$ cat src/rtl/mp_pkg.sv
// Shared defaults and FSM encoding for the load/store unit.
package mp_pkg;

   localparam int LSU_DATA_W    = 8;
   localparam int LSU_ADDR_W    = 8;
   localparam int LSU_MEM_DEPTH = 32;

   typedef enum logic [1:0] {
      ST_IDLE    = 2'd0,
      ST_ACCESS  = 2'd1,
      ST_CAPTURE = 2'd2,
      ST_RESP    = 2'd3
   } lsu_state_t;

endpackage

$ cat src/rtl/load_store_unit.sv
// Single-outstanding load/store unit; load 3 cycles, store 2, fault/nop 1 from accept to wb_valid.
// Holds the result in RESP until wb_ready; op_ready only in IDLE, so nothing is queued.
module load_store_unit
   import mp_pkg::*;
#(
   parameter int DATA_W    = LSU_DATA_W,
   parameter int ADDR_W    = LSU_ADDR_W,
   parameter int MEM_DEPTH = LSU_MEM_DEPTH
) (
   input  logic              clk,
   input  logic              reset,
   input  logic              op_valid,
   output logic              op_ready,
   input  logic              op_load,
   input  logic              op_store,
   input  logic [ADDR_W-1:0] op_addr,
   input  logic [DATA_W-1:0] op_wdata,
   input  logic [1:0]        op_rd,
   output logic [ADDR_W-1:0] mem_address,
   output logic              mem_read,
   output logic              mem_write,
   output logic [DATA_W-1:0] mem_wdata,
   input  logic [DATA_W-1:0] mem_rdata,
   output logic              wb_valid,
   input  logic              wb_ready,
   output logic              wb_wen,
   output logic [1:0]        wb_rd,
   output logic [DATA_W-1:0] wb_data,
   output logic              wb_err,
   output logic [7:0]        err_count
);

   lsu_state_t        r_state;
   lsu_state_t        w_next;
   logic [ADDR_W-1:0] r_addr;
   logic [DATA_W-1:0] r_wdata;
   logic [DATA_W-1:0] r_data;
   logic [1:0]        r_rd;
   logic              r_is_load;
   logic              r_is_store;
   logic              r_err;
   logic [7:0]        r_err_count;

   logic w_accept;
   logic w_fault;
   logic w_mem_op;

   assign w_accept = op_valid && (r_state == ST_IDLE);
   assign w_fault  = (32'(op_addr) >= MEM_DEPTH) || (op_load && op_store);
   assign w_mem_op = !w_fault && (op_load || op_store);

   always_ff @(posedge clk or posedge reset) begin
      if (reset) r_state <= ST_IDLE;
      else       r_state <= w_next;
   end

   always_comb begin
      w_next = r_state;
      case (r_state)
         ST_IDLE:    if (w_accept) w_next = w_mem_op ? ST_ACCESS : ST_RESP;
         ST_ACCESS:  w_next = r_is_load ? ST_CAPTURE : ST_RESP;
         ST_CAPTURE: w_next = ST_RESP;
         ST_RESP:    if (wb_ready) w_next = ST_IDLE;
         default:    w_next = ST_IDLE;
      endcase
   end

   always_comb begin
      op_ready  = (r_state == ST_IDLE);
      mem_read  = (r_state == ST_ACCESS) && r_is_load;
      mem_write = (r_state == ST_ACCESS) && r_is_store;
      wb_valid  = (r_state == ST_RESP);
   end

   // Kind flags are cleared on a fault so a faulted op can never strobe memory.
   always_ff @(posedge clk or posedge reset) begin
      if (reset) begin
         r_addr     <= '0;
         r_wdata    <= '0;
         r_data     <= '0;
         r_rd       <= '0;
         r_is_load  <= 1'b0;
         r_is_store <= 1'b0;
         r_err      <= 1'b0;
      end else if (w_accept) begin
         r_addr     <= op_addr;
         r_wdata    <= op_wdata;
         r_data     <= '0;
         r_rd       <= op_rd;
         r_is_load  <= op_load && !w_fault;
         r_is_store <= op_store && !w_fault;
         r_err      <= w_fault;
      end else if (r_state == ST_CAPTURE) begin
         r_data     <= mem_rdata;
      end
   end

   always_ff @(posedge clk or posedge reset) begin
      if (reset)                                    r_err_count <= '0;
      else if (w_accept && w_fault && r_err_count != 8'hFF) r_err_count <= r_err_count + 8'd1;
   end

   assign mem_address = r_addr;
   assign mem_wdata   = r_wdata;
   assign wb_wen      = r_is_load;
   assign wb_rd       = r_rd;
   assign wb_data     = r_data;
   assign wb_err      = r_err;
   assign err_count   = r_err_count;

endmodule

$ cat config.mk
export PLATFORM = sky130hd
export DESIGN_NAME = load_store_unit
export DESIGN_NICKNAME = d
export VERILOG_FILES = /design/src/rtl/mp_pkg.sv /design/src/rtl/load_store_unit.sv
export SDC_FILE = /design/constraint.sdc
export NUM_CORES = 1
export LEC_CHECK = 0
export ABC_AREA = 0
export CORE_ASPECT_RATIO = 1.25
export CORE_MARGIN = 10
export CORE_UTILIZATION = 42
export DETAILED_ROUTE_END_ITERATION = 6
export PLACE_DENSITY = 0.75
export SYNTH_ARGS = -nofsm -noshare
export SYNTH_HDL_FRONTEND = slang
export SYNTH_SLANG_ARGS = --single-unit
$ cat constraint.sdc
create_clock -name clk -period 1.8 [get_ports clk]
set_input_delay 0.45 -clock clk [delete_from_list [all_inputs] [get_ports clk]]
set_output_delay 0.45 -clock clk [all_outputs]
set_load 0.005 [all_outputs]
==> results of run 1 <==
-- through the flow --
step	TNS, ns	cells
5_1_grt	-0.07615	317
2_1_floorplan	0	177
6_report	0	317
4_1_cts	-0.01722	316
3_3_place_gp	-1.002	308
3_5_place_dp	-1.295	308
-- cells by family (layout without fill, tap and decap cells) --
| group | count (synthesis) | after routing | synth area share [%] |
|---|---|---|---|
| compound gates | 12 | 12 | 4.941 |
| buf+inv | 11 | 97 | 2.616 |
| flops | 39 | 39 | 56.69 |
| xor+xnor | 5 | 5 | 2.543 |
| mux | 10 | 10 | 6.177 |
| simple gates | 94 | 94 | 22.68 |
| fa+ha+maj | 6 | 6 | 4.360 |
-- metal layers --
metal / global-route usage [%] / vias to the layer above
li1: - / 739
met1: 14.75 / 686
met2: 23.46 / 40
met3: 4.438 / 6
met4: 5.488 / 0
met5: 0 / -
-- final timing paths --
path / startpoint / end / slack [ns] / cells past startpoint
max: r_state[0] / op_ready / 0.04 / 4
max in group asynchronous: reset / r_state[1] / 0.89 / 3
min reg2reg: mem_address[4] / mem_address[4] / 0.47 / 2
min in group clk: mem_address[4] / mem_address[4] / 0.47 / 2
max reg2reg: r_state[0] / err_count[6] / 0.11 / 8
min: reset / wb_data[1] / 0.44 / 2
-- power by group through the flow --
| stage | sequential [uW] | combinational (uW) | clock (uW) |
|---|---|---|---|
| after global placement | 1510 | 1780 | 0 |
| after floorplan | 1530 | 721 | 0 |
| after global routing | 1560 | 2030 | 642 |
| after CTS | 1500 | 1850 | 600 |
| after detailed placement | 1520 | 1820 | 0 |
| final | 1500 | 1810 | 585 |
-- flip-flops by register name, indices dropped and copies added, names as in the netlist --
signal       flops
err_count        8
mem_address      8
mem_wdata        8
r_is_store       1
r_state          2
wb_data          8
wb_err           1
wb_rd            2
wb_wen           1
-- cell usage in the layout (no fill, tap or decap), types with 2 or more instances in the layout --
cell and n:
inv_1 3, nand3_1 6, nor3_1 2, o21ai_0 3, buf_4 12, mux2i_1 8, clkdlybuf4s50_1 67, dfrtp_1 38
o31ai_1 2, nor2_1 13, o22ai_1 2, nand2_1 64, ha_1 5, xor2_1 4, inv_2 2, and2_1 3
a21oi_1 2, dlygate4sd2_1 2, clkbuf_8 6
-- area by class of cell --
cell class,count,share of cell area [%]
repair buffers,85,30.59
clock inverters,1,0.1868
well taps,54,2.522
multi-input cells,127,26.44
flip-flops and latches,39,36.48
inverters,5,0.7006
clock buffers,6,3.083
-- repair_timing --
item                                    in CTS  in global routing
gates cloned                                 0                  0
setup buffers                                1                  1
endpoints found under the hold margin        0                  0
gates resized for setup                     12                  3
endpoints found under the setup margin       4                  2
==> impl_metrics.csv, run 1 <==
group,metric,value,unit
yosys,synth_warnings,0,
global_routing,grt_antenna_before_repair,0,
yosys,ys_async_sr_fraction,100.0,%
global_routing,grt_pass1_vias,1543,
floorplanning,core,3879,um^2
placed_design,place.detailed.hpwl,3638,um
timing,rsz0062_at_grt,"yes",
critical_path,worstSetupPathType,"reg2out",
clock_network,cts_hold_buf,0,
critical_path,cp_slowest_stage_delay,0.39,ns
floorplanning,io_pins,72,
timing,slew_viol_final,0,
power_and_ir_drop,combPwrFrac,46.5,%
placed_design,gp_routability_congestion,0.7992,
timing,holdWs,0.4363,ns
final_layout,antenna_cells,0,
power_and_ir_drop,vdd_ir_drop_max,0.7875,mV
floorplanning,rows,25,
power_and_ir_drop,p_leak,0.001298,uW
final_layout,nNetsFinal,301,
critical_path,path_delay_family,"buffers and inverters",
power_and_ir_drop,pwr-share-seq,38.5,%
critical_path,arrival,1.31,ns
timing,fmax,0.5695,GHz
yosys,ys_seq_area_share,56.69,%
final_layout,register_area,977.2,um^2
power_and_ir_drop,switching_share,33.06,%
timing,setup_ws,0.04404,ns
yosys,avgSynthCellArea,9.727,um^2
run,max_cap_viol_count,0,
floorplanning,die_w,77.27,um
clock_network,h-tree-depth,2,
global_routing,track_usage,13.52,%
timing,finalHoldViolCount,0,
yosys,ys_dominant_reg_cell,"dfrtp_1",
drt,vias,1471,
power_and_ir_drop,p_int,2609,uW
floorplanning,die_h,91.58,um
placed_design,io_buffer_count,71,
yosys,ys_seq_elements,39,
final_layout,finish.instance_area,2679,um^2
power_and_ir_drop,power.density_cell_area,1455,nW/um^2
final_layout,post-route-util,69.06,%
placed_design,postPlaceCellArea,2576,um^2
drt,wl_met3,263,um
final_layout,multiInputGateArea,708.2,um^2
power_and_ir_drop,power,3898,uW
critical_path,crit_buf_inv,3,
clock_network,clockBufferDepth,2,
drt,wirelength,4629,um
yosys,ys_types,27,
drt,drc,0,
drt,wl_met1,1813,um
yosys,yosysTopAreaCell,"dfrtp_1",
yosys,synth_common_cells,"64 x nand2_1, 39 x dfrtp_1, 13 x nor2_1, 8 x mux2i_1",
min_path,hold_class,"in2async",
clock_network,path_clk_slew,0.07,ns
power_and_ir_drop,clkPwrFrac,15.0,%
floorplanning,dieArea,7076,um^2
yosys,syn_area,1722,um^2
critical_path,cp-end-kind,"primary output",
critical_path,critPathRequiredTime,1.35,ns
timing,tightest_slew,0.4648,ns
clock_network,cts_root_buffer,"clkbuf_8",
global_routing,grt_pass1_wl,7741,um
final_layout,syn2layout_area_growth,55.60,%
timing,max-slew-margin-rel,69.01,%
timing,setup-violations-final,0,
clock_network,cts_tree,"done",
run_status,outcome,"complete, no violations",
clock_network,numCtsBuffers,5,
drt,ant_nets,0,
final_layout,fillers,337,
placed_design,dp_worst_setup_slack,-0.2275,ns
drt,highest_layer,"met4",
timing,min_period_over_period,97.55,%
critical_path,crit_slowest_cell,"dfrtp_1",
global_routing,grt_max_degree,29,
yosys,netlist_top_cells_area,"dfrtp_1 57%, nand2_1 14%, mux2i_1 4.7%, ha_1 4.4%, nor2_1 2.8%",
drt,firstDrtPassIters,4,
drt,wire_per_inst,14.60,um
yosys,synthesis.nets,215,
drt,viasPerCell,4.640,
clock_network,cts_sinks,39,
power_and_ir_drop,p_switching,1288,uW
yosys,synth.top_cell.area_share,56.69,%
yosys,syn_inst,177,
global_routing,grt_overflow,0,
yosys,post-synth-top-count-cell,"nand2_1",
critical_path,cp_max_fo,3,
critical_path,startpoint_type,"flip-flop",
drt,wl_met2,2466,um
drt,drt_iter0_drc,66,
critical_path,crit_chain,"buf_4, inv_2, ha_1, dlygate4sd2_1",
clock_network,insertion_delay,0.29,ns
final_layout,drive_gt1_share,12.17,%
timing,fin_crit,1.756,ns
floorplanning,initial_core_util,44.39,%
timing,skew,0.003159,ns
yosys,synth_edf_count,0,
No activity file was read; power rests on OpenSTA's default activity.
==> inputs of run 2 (changes only) <==
--- a/config.mk
+++ b/config.mk
@@ -10,7 +10,9 @@
 export CORE_MARGIN = 10
 export CORE_UTILIZATION = 42
 export DETAILED_ROUTE_END_ITERATION = 6
+export GPL_TIMING_DRIVEN = 0
 export PLACE_DENSITY = 0.75
+export SLEW_MARGIN = 20
 export SYNTH_ARGS = -nofsm -noshare
 export SYNTH_HDL_FRONTEND = slang
 export SYNTH_SLANG_ARGS = --single-unit
==> impl_metrics.csv, run 2 (synthesized netlist as in run 1, its figures left out) <==
group,metric,value,unit
run_status,outcome,"complete, no violations",
global_routing,grt_overflow,0,
power_and_ir_drop,vdd_ir_drop_max,0.8078,mV
floorplanning,die_w,77.27,um
final_layout,nNetsFinal,299,
global_routing,grt_pass1_wl,7769,um
critical_path,startpoint_type,"primary input",
timing,fin_crit,1.759,ns
clock_network,insertion_delay,0.29,ns
power_and_ir_drop,power,3975,uW
drt,wire_per_inst,14.68,um
timing,skew,0.009554,ns
final_layout,finish.instance_area,2666,um^2
final_layout,final_cell_mix,"67 x clkdlybuf4s50_1, 64 x nand2_1, 38 x dfrtp_1",
final_layout,drive_gt1_share,11.45,%
drt,ant_nets,0,
placed_design,postPlaceCellArea,2520,um^2
timing,slew_viol_final,0,
placed_design,io_buffer_count,71,
placed_design,dp_cells,303,
critical_path,arrival,1.93,ns
clock_network,cts_tree,"done",
global_routing,grt_pass1_vias,1519,
timing,holdWs,0.3597,ns
power_and_ir_drop,power.density_cell_area,1491,nW/um^2
timing,fmax,0.5685,GHz
clock_network,clockBufferDepth,2,
clock_network,cts_hold_buf,0,
final_layout,final_common_cell,"clkdlybuf4s50_1",
timing,rsz0062_at_grt,"no",
floorplanning,die_h,91.58,um
drt,drt_iter0_drc,80,
floorplanning,initial_core_util,44.39,%
drt,wirelength,4640,um
floorplanning,rows,25,
timing,max-slew-margin-rel,61.14,%
placed_design,place.detailed.hpwl,3520,um
clock_network,numCtsBuffers,5,
critical_path,cp_max_fo,5,
critical_path,critPathRequiredTime,1.97,ns
drt,drc,0,
floorplanning,dieArea,7076,um^2
final_layout,post-route-util,68.74,%
clock_network,h-tree-depth,2,
final_layout,syn2layout_area_growth,54.87,%
power_and_ir_drop,p_leak,0.001287,uW
timing,tightest_slew,0.5829,ns
timing,setup-violations-final,0,
min_path,hold_class,"in2async",
placed_design,gp_routability_congestion,0.7967,
clock_network,cts_root_buffer,"clkbuf_8",
floorplanning,core,3879,um^2
drt,viasPerCell,4.658,
global_routing,grt_antenna_before_repair,0,
critical_path,cp-end-kind,"flip-flop",
global_routing,track_usage,13.26,%
final_layout,antenna_cells,0,
final_layout,fillers,341,
clock_network,cts_sinks,39,
drt,vias,1472,
timing,finalHoldViolCount,0,
clock_network,path_clk_slew,0.08,ns
global_routing,grt_max_degree,35,
final_layout,fin_cells,316,
critical_path,worstSetupPathType,"in2reg",
run,max_cap_viol_count,0,
timing,min_period_over_period,97.72,%
drt,firstDrtPassIters,4,
floorplanning,io_pins,72,
## run 2: cell count changes in the layout (fill, tap and decap cells not counted), moves of 2 or more
cell	delta
dlygate4sd2_1	-2
clkbuf_2	+2
clkbuf_1	+3
buf_2	+2
buf_4	-7
## run 2: report_power, final
part / total, uW / switching, uW / internal (uW)
clock network: 643 / 295 / 348
registers: 1490 / 242 / 1250
logic: 1840 / 781 / 1060
total: 3970 / 1320 / 2660
## run 2: cell type report
class | count | area (um^2) | area share [%]
sequential | 39 | 977.2 | 36.65
clock inverter | 1 | 7.507 | 0.2816
buffer | 6 | 26.28 | 0.9855
inverter | 5 | 18.77 | 0.7039
multi-input combinational | 127 | 716.9 | 26.89
timing repair buffer | 77 | 755.7 | 28.34
clock buffer | 7 | 96.34 | 3.613
tap | 54 | 67.56 | 2.534
## run 2: worst paths after layout
kind,start,end,cells past startpoint,slack (ns)
min,reset,wb_data[0],2,0.36
max,op_store,err_count[1],4,0.04
max reg2reg,r_state[0],wb_data[3],6,0.17
max in group asynchronous,reset,err_count[2],3,1.01
min reg2reg,r_is_store,r_is_store,2,0.47
min in group clk,r_is_store,r_is_store,2,0.47
## run 2: critical path, stage by stage
cell and delay (ns):
clkdlybuf4s50_1 0.46, a2111o_1 0.51, o211ai_2 0.16, mux2_1 0.35
## run 2: repair_timing
| action | CTS | global route |
|---|---|---|
| gates cloned | 0 | 0 |
| endpoints found under the hold margin | 0 | 0 |
| setup endpoints to repair | 4 | 8 |
| pin swaps | 1 | 1 |
| buffers inserted | 2 | 3 |
| resized for setup | 6 | 11 |
## run 2: through the flow
stage	setup WS [ns]	setup TNS [ns]
2_1_floorplan	0.2832	0
3_3_place_gp	-0.3892	-17.49
3_5_place_dp	-0.2799	-2.647
4_1_cts	-0.2134	-0.2134
5_1_grt	0.02155	0
6_report	0.04099	0
## run 2: per-layer routing
metal	wire, um	vias up	global-route usage, %
li1	-	740	-
met5	0	-	0
met4	59	0	5.030
met2	2397	40	22.21
met3	251	5	3.846
met1	1931	687	15.60
==> variant (flow settings as in run 1) <==
Set the package constant `LSU_ADDR_W` to 9 (it was 8).
--- a/src/rtl/mp_pkg.sv
+++ b/src/rtl/mp_pkg.sv
@@ -2,7 +2,7 @@
 package mp_pkg;
 
    localparam int LSU_DATA_W    = 8;
-   localparam int LSU_ADDR_W    = 8;
+   localparam int LSU_ADDR_W    = 9;
    localparam int LSU_MEM_DEPTH = 32;
 
    typedef enum logic [1:0] {
Interface: changed (resized mem_address and op_addr); port bits go from 72 to 74. The function was not compared with the original's and may differ.
==> variant against run 1 <==
  * Synthesized area rose by 2.8%
  * Worst setup slack improved by 0.016 ns
  * Clock skew up 0.0052 ns
  * Final area grew 2.2%
  * Total power grew 3.4%
  * Combinational power increased by 6%
  * Sequential cell count rose by 1
  * Routed wire length grew 1.1%
  * Sequential share of layout area increased by 0.13 points
  * Critical path type is now input pin to flip-flop
  * Critical endpoint is now err_count[1]
  * Largest cell class unchanged
  * Largest power group unchanged
==> variant: results <==
[placed_design]
dp.cells = 314
dpl.hpwl_mm = 3.60
dpl_cell_area_um2 = 2630

[clock_tree]
cts-resized-gates = 13
postCtsSetupBuffers = 2

[power_and_ir_drop]
power_frac_seq = 0.375
p_int_w = 0.00270
p_leak_nw = 1.31
pg_comb_w = 0.00191
vdd_drop_max_uv = 639

[outcome]
outcome = "finished, final reports clean"

[detailed_routing]
met3_length_um = 253
routedWlPerCell_um = 14.4
m1WireLength_mm = 1.88
drt_iter0_drc = 68

[global_route]
grt_pass1_wl_mm = 7.71
grt_max_degree = 41
grt_pass1_vias = 1537

[timing]
fin_skew_ns = 0.00835
max_slew_margin = 0.767

[synthesis]
synthMuxAreaShare = 0.0537
synth_fa_ha_area_frac = 0.0424
synth_area_leaders = "dfrtp_1 (57%), nand2_1 (14%), mux2i_1 (4.5%)"
syn_nets = 220
yosysSeqAreaShare = 0.566

[worst_hold_path]
hp-class = "flip-flop to flip-flop"

[final_layout]
final_cells = 324
area_growth_syn_to_layout_pct = 54.7
drive_gt1_frac = 0.112
fill_cells = 338

[critical_path]
path_max_fanout = 5
crit_family = "simple AND/OR/NAND/NOR gates"
crit_path_top_delay_cell = "or4_4"
cp_slowest_stage_delay_ns = 0.46
==> variant: cell type report <==
cell class	instances	share of cell area
Sequential cell	40	0.366
Tap cell	56	0.0256
Clock inverter	1	0.00274
Clock buffer	7	0.0315
Multi-Input combinational cell	130	0.267
Inverter	5	0.00686
Timing Repair Buffer	85	0.300
==> variant: cell families (layout without fill, tap and decap cells) <==
kind of cell               Yosys count  count (layout)
DFF                                 40              40
and+or+nand+nor                     97              97
buffers and inverters               11              98
adders and majority gates            6               6
muxes                                9               9
AOI/OAI and AO/OA                   13              13
xor gates and xnor gates             5               5
==> variant: worst paths after layout <==
path	startpoint	end	slack (ns)	cells after the start
max	op_addr[8]	err_count[1]	0.06	5
min	mem_wdata[0]	mem_wdata[0]	0.47	2
max reg2reg	r_state[0]	err_count[5]	0.13	6
min reg2reg	mem_wdata[0]	mem_wdata[0]	0.47	2
max in group asynchronous	reset	err_count[2]	1.09	3
min in group asynchronous	reset	mem_wdata[4]	0.50	3
